File: config.mk
export PLATFORM = sky130hd
export DESIGN_NAME = gemm_loop_ctrl
export DESIGN_NICKNAME = d
export VERILOG_FILES = /design/src/rtl/gemm_loop_ctrl.sv
export SDC_FILE = /design/constraint.sdc
export NUM_CORES = 1
export LEC_CHECK = 0
export BUFFER_PORTS_ARGS = -buffer_cell sky130_fd_sc_hd__buf_2
export CAP_MARGIN = 5
export CORE_ASPECT_RATIO = 0.6
export CORE_MARGIN = 2
export CORE_UTILIZATION = 37
export DETAILED_ROUTE_END_ITERATION = 10
export GPL_ROUTABILITY_DRIVEN = 0
export PLACE_DENSITY = 0.6
export SETUP_SLACK_MARGIN = 0.5
export SYNTH_ARGS = -nofsm -noshare
export SYNTH_HDL_FRONTEND = slang
export SYNTH_SLANG_ARGS = --single-unit
File: constraint.sdc
create_clock -name clk_i -period 8.6 [get_ports clk_i]
set_input_delay 0 -clock clk_i [delete_from_list [all_inputs] [get_ports clk_i]]
set_output_delay 0 -clock clk_i [all_outputs]
set_load 0.02 [all_outputs]
File: src/rtl/gemm_loop_ctrl.sv
// Loop and address sequencer for a single-MAC GEMM: walks m (outer), n, k (inner) and drives A/B read
// addresses, C write address/enable and MAC strobes aligned to the 1-cycle SRAM read latency.
module gemm_loop_ctrl #(
  parameter int AddrWidth      = 10,
  parameter int SRAMAddrWidthA = 10,
  parameter int SRAMAddrWidthB = 10,
  parameter int SRAMAddrWidthC = 10
) (
  input  logic                      clk_i,
  input  logic                      rst_i,
  input  logic                      start_i,
  input  logic [AddrWidth-1:0]      M_size_i,
  input  logic [AddrWidth-1:0]      K_size_i,
  input  logic [AddrWidth-1:0]      N_size_i,
  output logic [SRAMAddrWidthA-1:0] sram_a_addr_o,
  output logic [SRAMAddrWidthB-1:0] sram_b_addr_o,
  output logic [SRAMAddrWidthC-1:0] sram_c_addr_o,
  output logic                      sram_c_we_o,
  output logic                      mac_valid_o,
  output logic                      mac_clear_o,
  output logic                      mac_last_o,
  output logic                      busy_o,
  output logic                      done_o
);

  localparam logic [1:0] StIdle  = 2'd0;
  localparam logic [1:0] StRun   = 2'd1;
  localparam logic [1:0] StDrain = 2'd2;
  localparam logic [1:0] StDone  = 2'd3;

  logic [1:0]                state_q;
  logic                      drain_cnt_q;
  logic [AddrWidth-1:0]      m_size_q, k_size_q, n_size_q;
  logic [AddrWidth-1:0]      m_q, n_q, k_q;
  logic [AddrWidth-1:0]      n_nxt;
  logic [SRAMAddrWidthA-1:0] a_ptr_q, a_base_q, a_base_nxt;
  logic [SRAMAddrWidthB-1:0] b_ptr_q;
  logic [SRAMAddrWidthC-1:0] c_ptr_q, c_addr_d1_q, c_addr_d2_q;
  logic                      valid_d1_q, clear_d1_q, last_d1_q, we_d2_q;
  logic                      run, k_last, n_last, m_last, size_zero;

  assign run        = (state_q == StRun);
  assign k_last     = (k_q == k_size_q - AddrWidth'(1));
  assign n_last     = (n_q == n_size_q - AddrWidth'(1));
  assign m_last     = (m_q == m_size_q - AddrWidth'(1));
  assign size_zero  = (M_size_i == '0) || (K_size_i == '0) || (N_size_i == '0);
  assign n_nxt      = n_last ? '0 : n_q + AddrWidth'(1);
  assign a_base_nxt = a_base_q + SRAMAddrWidthA'(k_size_q);

  always_ff @(posedge clk_i or posedge rst_i) begin
    if (rst_i) begin
      state_q     <= StIdle;
      drain_cnt_q <= 1'b0;
      m_size_q    <= '0;
      k_size_q    <= '0;
      n_size_q    <= '0;
      m_q         <= '0;
      n_q         <= '0;
      k_q         <= '0;
      a_ptr_q     <= '0;
      a_base_q    <= '0;
      b_ptr_q     <= '0;
      c_ptr_q     <= '0;
    end else begin
      case (state_q)
        StIdle: begin
          if (start_i) begin
            m_size_q <= M_size_i;
            k_size_q <= K_size_i;
            n_size_q <= N_size_i;
            m_q      <= '0;
            n_q      <= '0;
            k_q      <= '0;
            a_ptr_q  <= '0;
            a_base_q <= '0;
            b_ptr_q  <= '0;
            c_ptr_q  <= '0;
            state_q  <= size_zero ? StDone : StRun;
          end
        end
        StRun: begin
          if (k_last) begin
            // End of a dot product: B rewinds to the next column, A to the row base.
            k_q     <= '0;
            n_q     <= n_nxt;
            b_ptr_q <= SRAMAddrWidthB'(n_nxt);
            c_ptr_q <= c_ptr_q + SRAMAddrWidthC'(1);
            if (n_last) begin
              m_q      <= m_q + AddrWidth'(1);
              a_base_q <= a_base_nxt;
              a_ptr_q  <= a_base_nxt;
            end else begin
              a_ptr_q  <= a_base_q;
            end
          end else begin
            k_q     <= k_q + AddrWidth'(1);
            a_ptr_q <= a_ptr_q + SRAMAddrWidthA'(1);
            b_ptr_q <= b_ptr_q + SRAMAddrWidthB'(n_size_q);
          end
          if (k_last && n_last && m_last) begin
            state_q     <= StDrain;
            drain_cnt_q <= 1'b0;
          end
        end
        StDrain: begin
          drain_cnt_q <= 1'b1;
          if (drain_cnt_q) state_q <= StDone;
        end
        StDone:  state_q <= StIdle;
        default: state_q <= StIdle;
      endcase
    end
  end

  // Strobes trail the address issue by the SRAM read latency; the C write trails by one more.
  always_ff @(posedge clk_i or posedge rst_i) begin
    if (rst_i) begin
      valid_d1_q  <= 1'b0;
      clear_d1_q  <= 1'b0;
      last_d1_q   <= 1'b0;
      we_d2_q     <= 1'b0;
      c_addr_d1_q <= '0;
      c_addr_d2_q <= '0;
    end else begin
      valid_d1_q  <= run;
      clear_d1_q  <= run && (k_q == '0);
      last_d1_q   <= run && k_last;
      c_addr_d1_q <= c_ptr_q;
      we_d2_q     <= valid_d1_q && last_d1_q;
      c_addr_d2_q <= c_addr_d1_q;
    end
  end

  assign sram_a_addr_o = run ? a_ptr_q : '0;
  assign sram_b_addr_o = run ? b_ptr_q : '0;
  assign sram_c_addr_o = we_d2_q ? c_addr_d2_q : '0;
  assign sram_c_we_o   = we_d2_q;
  assign mac_valid_o   = valid_d1_q;
  assign mac_clear_o   = clear_d1_q;
  assign mac_last_o    = last_d1_q;
  assign busy_o        = (state_q != StIdle);
  assign done_o        = (state_q == StDone);

endmodule

### Word level (Yosys, flattened, before mapping)

Cells that the tools add are included.

* bits in registers: 127
* bits in latches: 0
* RAM bits: 0
* ROM bits: 0
* input bits: 33
* output and inout bits: 36
* logic and storage cells: 88
* memories kept: 0

* $add $sub $neg: 10
* multiply operators: 0
* divide/modulo/power cells: 0
* magnitude comparators: 0
* eq/ne operators: 11
* shifts and indexed selects: 0
* muxes and demuxes: 28
* bitwise gates (word level): 0
* reduce and logical (&&, ||, !) cells: 21

Operators with widths (number)
* $mux W10: 14
* $pmux W10 S2: 7
* $add A10 B1 Y10 const B: 5
* $logic_not A10 Y1: 4
* $eq A10 B10 Y1: 3
* $sub A10 B1 Y10 const B: 3
* $add A10 B10 Y10: 2
* $mux W2: 4
* $pmux W2 S4: 1
* $ne A2 B1 Y1 const B: 3
* $reduce_and A2 Y1: 3
* $reduce_and A3 Y1: 2
* $reduce_bool A2 Y1: 3
* $logic_and A1 B1 Y1: 5
* $eq A2 B2 Y1 const B: 2
* $ne A2 B2 Y1 const B: 2
* $reduce_and A4 Y1: 1
* $eq A2 B1 Y1 const B: 1
* $logic_not A2 Y1: 1
* $logic_or A1 B1 Y1: 2
* $pmux W1 S2: 1
* $mux W1: 1

### Longest topological paths before layout

* depth in word-level cells: 6
* gate-level depth with buffers: 12
* mapped depth without buffers: 10

### Least setup slack after synthesis

OpenSTA, ideal clock, no wires.

* path type: flip-flop to flip-flop
* from: reg k_size_q[1]
* to: reg m_q[7]
* setup time: 0.076 ns
* arrival time: 2.783 ns
* required time: 8.524 ns
* slack: 5.740 ns
* cell stages (with the launch flop): 11
* path buffers: 0
* period minus slack after synthesis: 2.860 ns
* cells stage by stage: dfrtp_1 > inv_1 > ha_1 > or4b_4 > o311a_1 > a31oi_2 > and4_4 > nand2_4 > o21a_4 > or4_1 > o21ai_1

* word-level cells in the longest chain between the ends: 4

RTL lines
* start: declaration: RTL line 33 `logic [AddrWidth-1:0] m_size_q, k_size_q, n_size_q;`
* start signal: assignment: RTL line 69 `k_size_q <= K_size_i;`
* $sub A10 B1 Y10: RTL line 43 `assign k_last = (k_q == k_size_q - AddrWidth'(1));`
* $eq A10 B10 Y1: RTL line 43
* $ne A2 B1 Y1 (no source line)
* $reduce_and A4 Y1 (no source line)
* end signal: assignment: RTL line 89 `m_q <= m_q + AddrWidth'(1);`
* end: declaration: RTL line 34 `logic [AddrWidth-1:0] m_q, n_q, k_q;`

Every way passes these cells.
A chain may end at the register's enable or synchronous reset.

### Worst setup path after layout

* from: reg state_q[1]
* to: reg n_q[1]

* word-level cells in the longest chain between the ends: 3
* elaborated cells between the ends (all ways): 7
* classes of those cells: eq/ne: 3; mux: 1; reduce/logical: 3

RTL lines
* start: declaration: RTL line 31 `logic [1:0] state_q;`
* start signal: assignment: RTL line 52 `state_q <= StIdle;`
* start signal: assignment: RTL line 78 `state_q <= size_zero ? StDone : StRun;`
* start signal: assignment: RTL line 101 `state_q <= StDrain;`
* $eq A2 B1 Y1 (*)
* named net run: RTL line 40 `logic run, k_last, n_last, m_last, size_zero;`
* $ne A2 B1 Y1 (no source line) or $reduce_bool A2 Y1 (tied branches)
* $reduce_and A3 Y1 (no source line)
* end signal: assignment: RTL line 85 `n_q <= n_nxt;`
* end: declaration: RTL line 34

The timed path passes the listed nets; every way through them passes the cells marked *.

==> results.ini <==
[run_status]
status=finished clean

[grt]
grt_use_total_pct=19.2
grt-ovfl-total=0
grt_max_degree=68
grt_pass1_wl_mm=32.5
grt_pass1_vias=5777
antenna_found_initial=0

[timing]
worst_slack_ns=4.81
setup_viol=0
fin_skew_ns=0.0128
hold_viol=0
worst_slew_pin_slew_ns=1.08
drv_slew=0
post-route-period-util_pct=44.0
finalSetupTns_ns=0
grt_setup_unrepaired=false
period_needed_ns=3.79
max_clock_freq_mhz=264
slew_headroom_pct=27.7

[clock_tree]
cts_hold_buf=31
clk_pin_slew_ns=0.06
cts.path.max_buffers=2
cts_resized=0
cts.sinks=127
insertion_delay_ns=0.42
h-tree-depth=4
root_buffer=clkbuf_16
cts_tree=yes
cts_buffers=17
postCtsSetupBuffers=0

[worst_setup_path]
start_kind=register
crit_path_end_kind=register
cp_cell_sequence=inv_1 -> ha_1 -> clkinv_1 -> o21ai_2 -> buf_4 -> nand2_1 -> a22o_1
crit_family=buffers and inverters
crit_slowest_cell=ha_1
path_buf_inv=3
cp_max_fo=27
crit_arrival_ns=4.09
slowest_delay_ns=0.89
required_ns=8.90
worstSetupPathType=register to register

[drt]
drc=0
routedWlPerCell_um=17.3
first_pass_iters=5
viasPerCell=5.35
ant_nets=0
drt_iter0_drc=575
vias=6209
wl_mm=20.0

[synthesis]
synth-simple-area-share_pct=20.8
synth_cells=782
async_flop_share_pct=100
netlist_area_um2=7600
seq_area_frac_synth_pct=41.8
synthAdderAreaFrac_pct=5.80
synth_cell_type_count=79
ys_ff_latch=127
synth_top_family_by_area=simple AND/OR/NAND/NOR gates
synth_ff_type=dfrtp_1
syn_nets=849
yosys_warnings=0
synth_xor_area_share_pct=8.41
synth_compound_area_share_pct=13.7
synthMuxAreaShare_pct=6.17
synth_edf_count=0
syn_area_per_cell_um2=9.72

[place]
dpl_worst_slack_ns=4.84
placed_area_um2=8180
dpl.hpwl_mm=14.4
numPortBuffers=68

[floorplanning]
die_x_um=189
die_area_um2=21700
fp.dieH_um=115
rows=40
core-area_um2=20100
top_level_ports=69
start_util_pct=37.9

[cells_and_area]
design_area_um2=9110
area_growth_pct=19.9
fin_nets=941
antenna_cells=0
fillers=1936
drive_gt1_share_pct=18.0

[power_and_ir_drop]
power_density_nw_per_um2=302
cellLeakagePower_uw=0.00420
peakVddDrop_uv=169

[flow_run]
maxCapViolCount=0

[hold_path]
min_path_type=primary input to register

-- synth_stat cells (all sizes together) (26+ instances only) --
| library cell | instances | area share (%) |
|---|---|---|
| a21oi | 32 | 2.1 |
| nand2 | 60 | 3.1 |
| ha | 32 | 5.3 |
| and2 | 30 | 2.5 |
| xor2 | 30 | 3.5 |
| nor2 | 58 | 2.9 |
| mux2 | 31 | 4.6 |
| nand3 | 27 | 1.8 |
| xnor2 | 43 | 5.0 |
| o21ai | 53 | 3.5 |
| dfrtp | 127 | 42 |
| nor3 | 26 | 2.0 |
-- kinds of logic after synthesis --
family / Yosys count
mux: 43
buf+inv: 57
compound gates: 158
xor+xnor: 73
fa+ha+maj: 34
flops: 127
simple gates: 290
-- worst paths after layout --
kind / startpoint / endpoint / slack (ns) / depth (start not counted)
worst min-delay path: start_i / state_q[0] / 0.17 / 4
worst max register to register: state_q[1] / n_q[1] / 4.81 / 7
worst max-delay path: state_q[1] / n_q[1] / 4.81 / 7
min in group asynchronous: rst_i / b_ptr_q[4] / 0.27 / 3
max in group asynchronous: rst_i / m_size_q[1] / 7.02 / 4
worst min register to register: c_addr_d1_q[5] / c_addr_d2_q[5] / 0.35 / 0
-- power by group --
part	switching [uW]	total (uW)	leakage (uW)	internal [uW]
Combinational	643	1100	0.00221	456
Clock	277	764	0.000295	487
Sequential	185	892	0.00169	707
Total	1110	2760	0.00420	1650
-- layout make-up --
cell class	count	area [um^2]	area share, %
flip-flops and latches	127	3180	34.9
well taps	273	342	3.75
clock inverters	12	184	2.02
clock buffers	20	437	4.79
inverters	24	92.6	1.02
repair buffers	106	703	7.72
multi-input cells	598	4170	45.8
-- cell usage in the layout, fill, tap and decap left out, types with 4 or more instances in the layout --
cell type / instances
nor2_1: 57
bufinv_16: 4
a21o_1: 8
or3_1: 7
nand3b_1: 5
mux2_2: 31
nand4_1: 10
xor2_1: 30
clkbuf_16: 17
dfrtp_1: 127
o221ai_1: 4
nor3_1: 24
and2_1: 30
nand2b_1: 13
ha_1: 32
buf_4: 7
inv_1: 22
nor4b_1: 4
nor4_1: 12
dlygate4sd3_1: 31
o21ai_0: 47
xnor2_1: 43
nand3_1: 27
a31oi_1: 9
mux2i_1: 12
and3_1: 17
buf_2: 68
nand2_1: 59
a221o_1: 7
o211ai_1: 4
a21oi_1: 32
-- through the flow --
step | instances | util, % | total power, uW | hold WS [ns]
floorplan | 782 | - | 1670 | 0.151
global placement | 1097 | 40.8 | 1950 | 0.206
detailed placement | 1097 | 40.8 | 1970 | 0.206
CTS | 1160 | 45.4 | 2760 | 0.151
global route | 1160 | 45.4 | 2940 | 0.203
finish | 1160 | 45.4 | 2760 | 0.169
-- routing by layer --
layer	up-vias	global-route usage, %	wire [um]
li1	3006	-	-
met1	3010	30.6	11000
met2	182	25.4	7660
met3	11	4.70	1230
met4	0	4.69	146
met5	-	0	0
-- tightest hold or removal path, cell delays in order --
cell and delay, ns:
buf_2 0.11, nand2b_1 0.19, o21a_1 0.15, a22oi_1 0.08
Note: power is estimated with default switching activity, not from simulation.
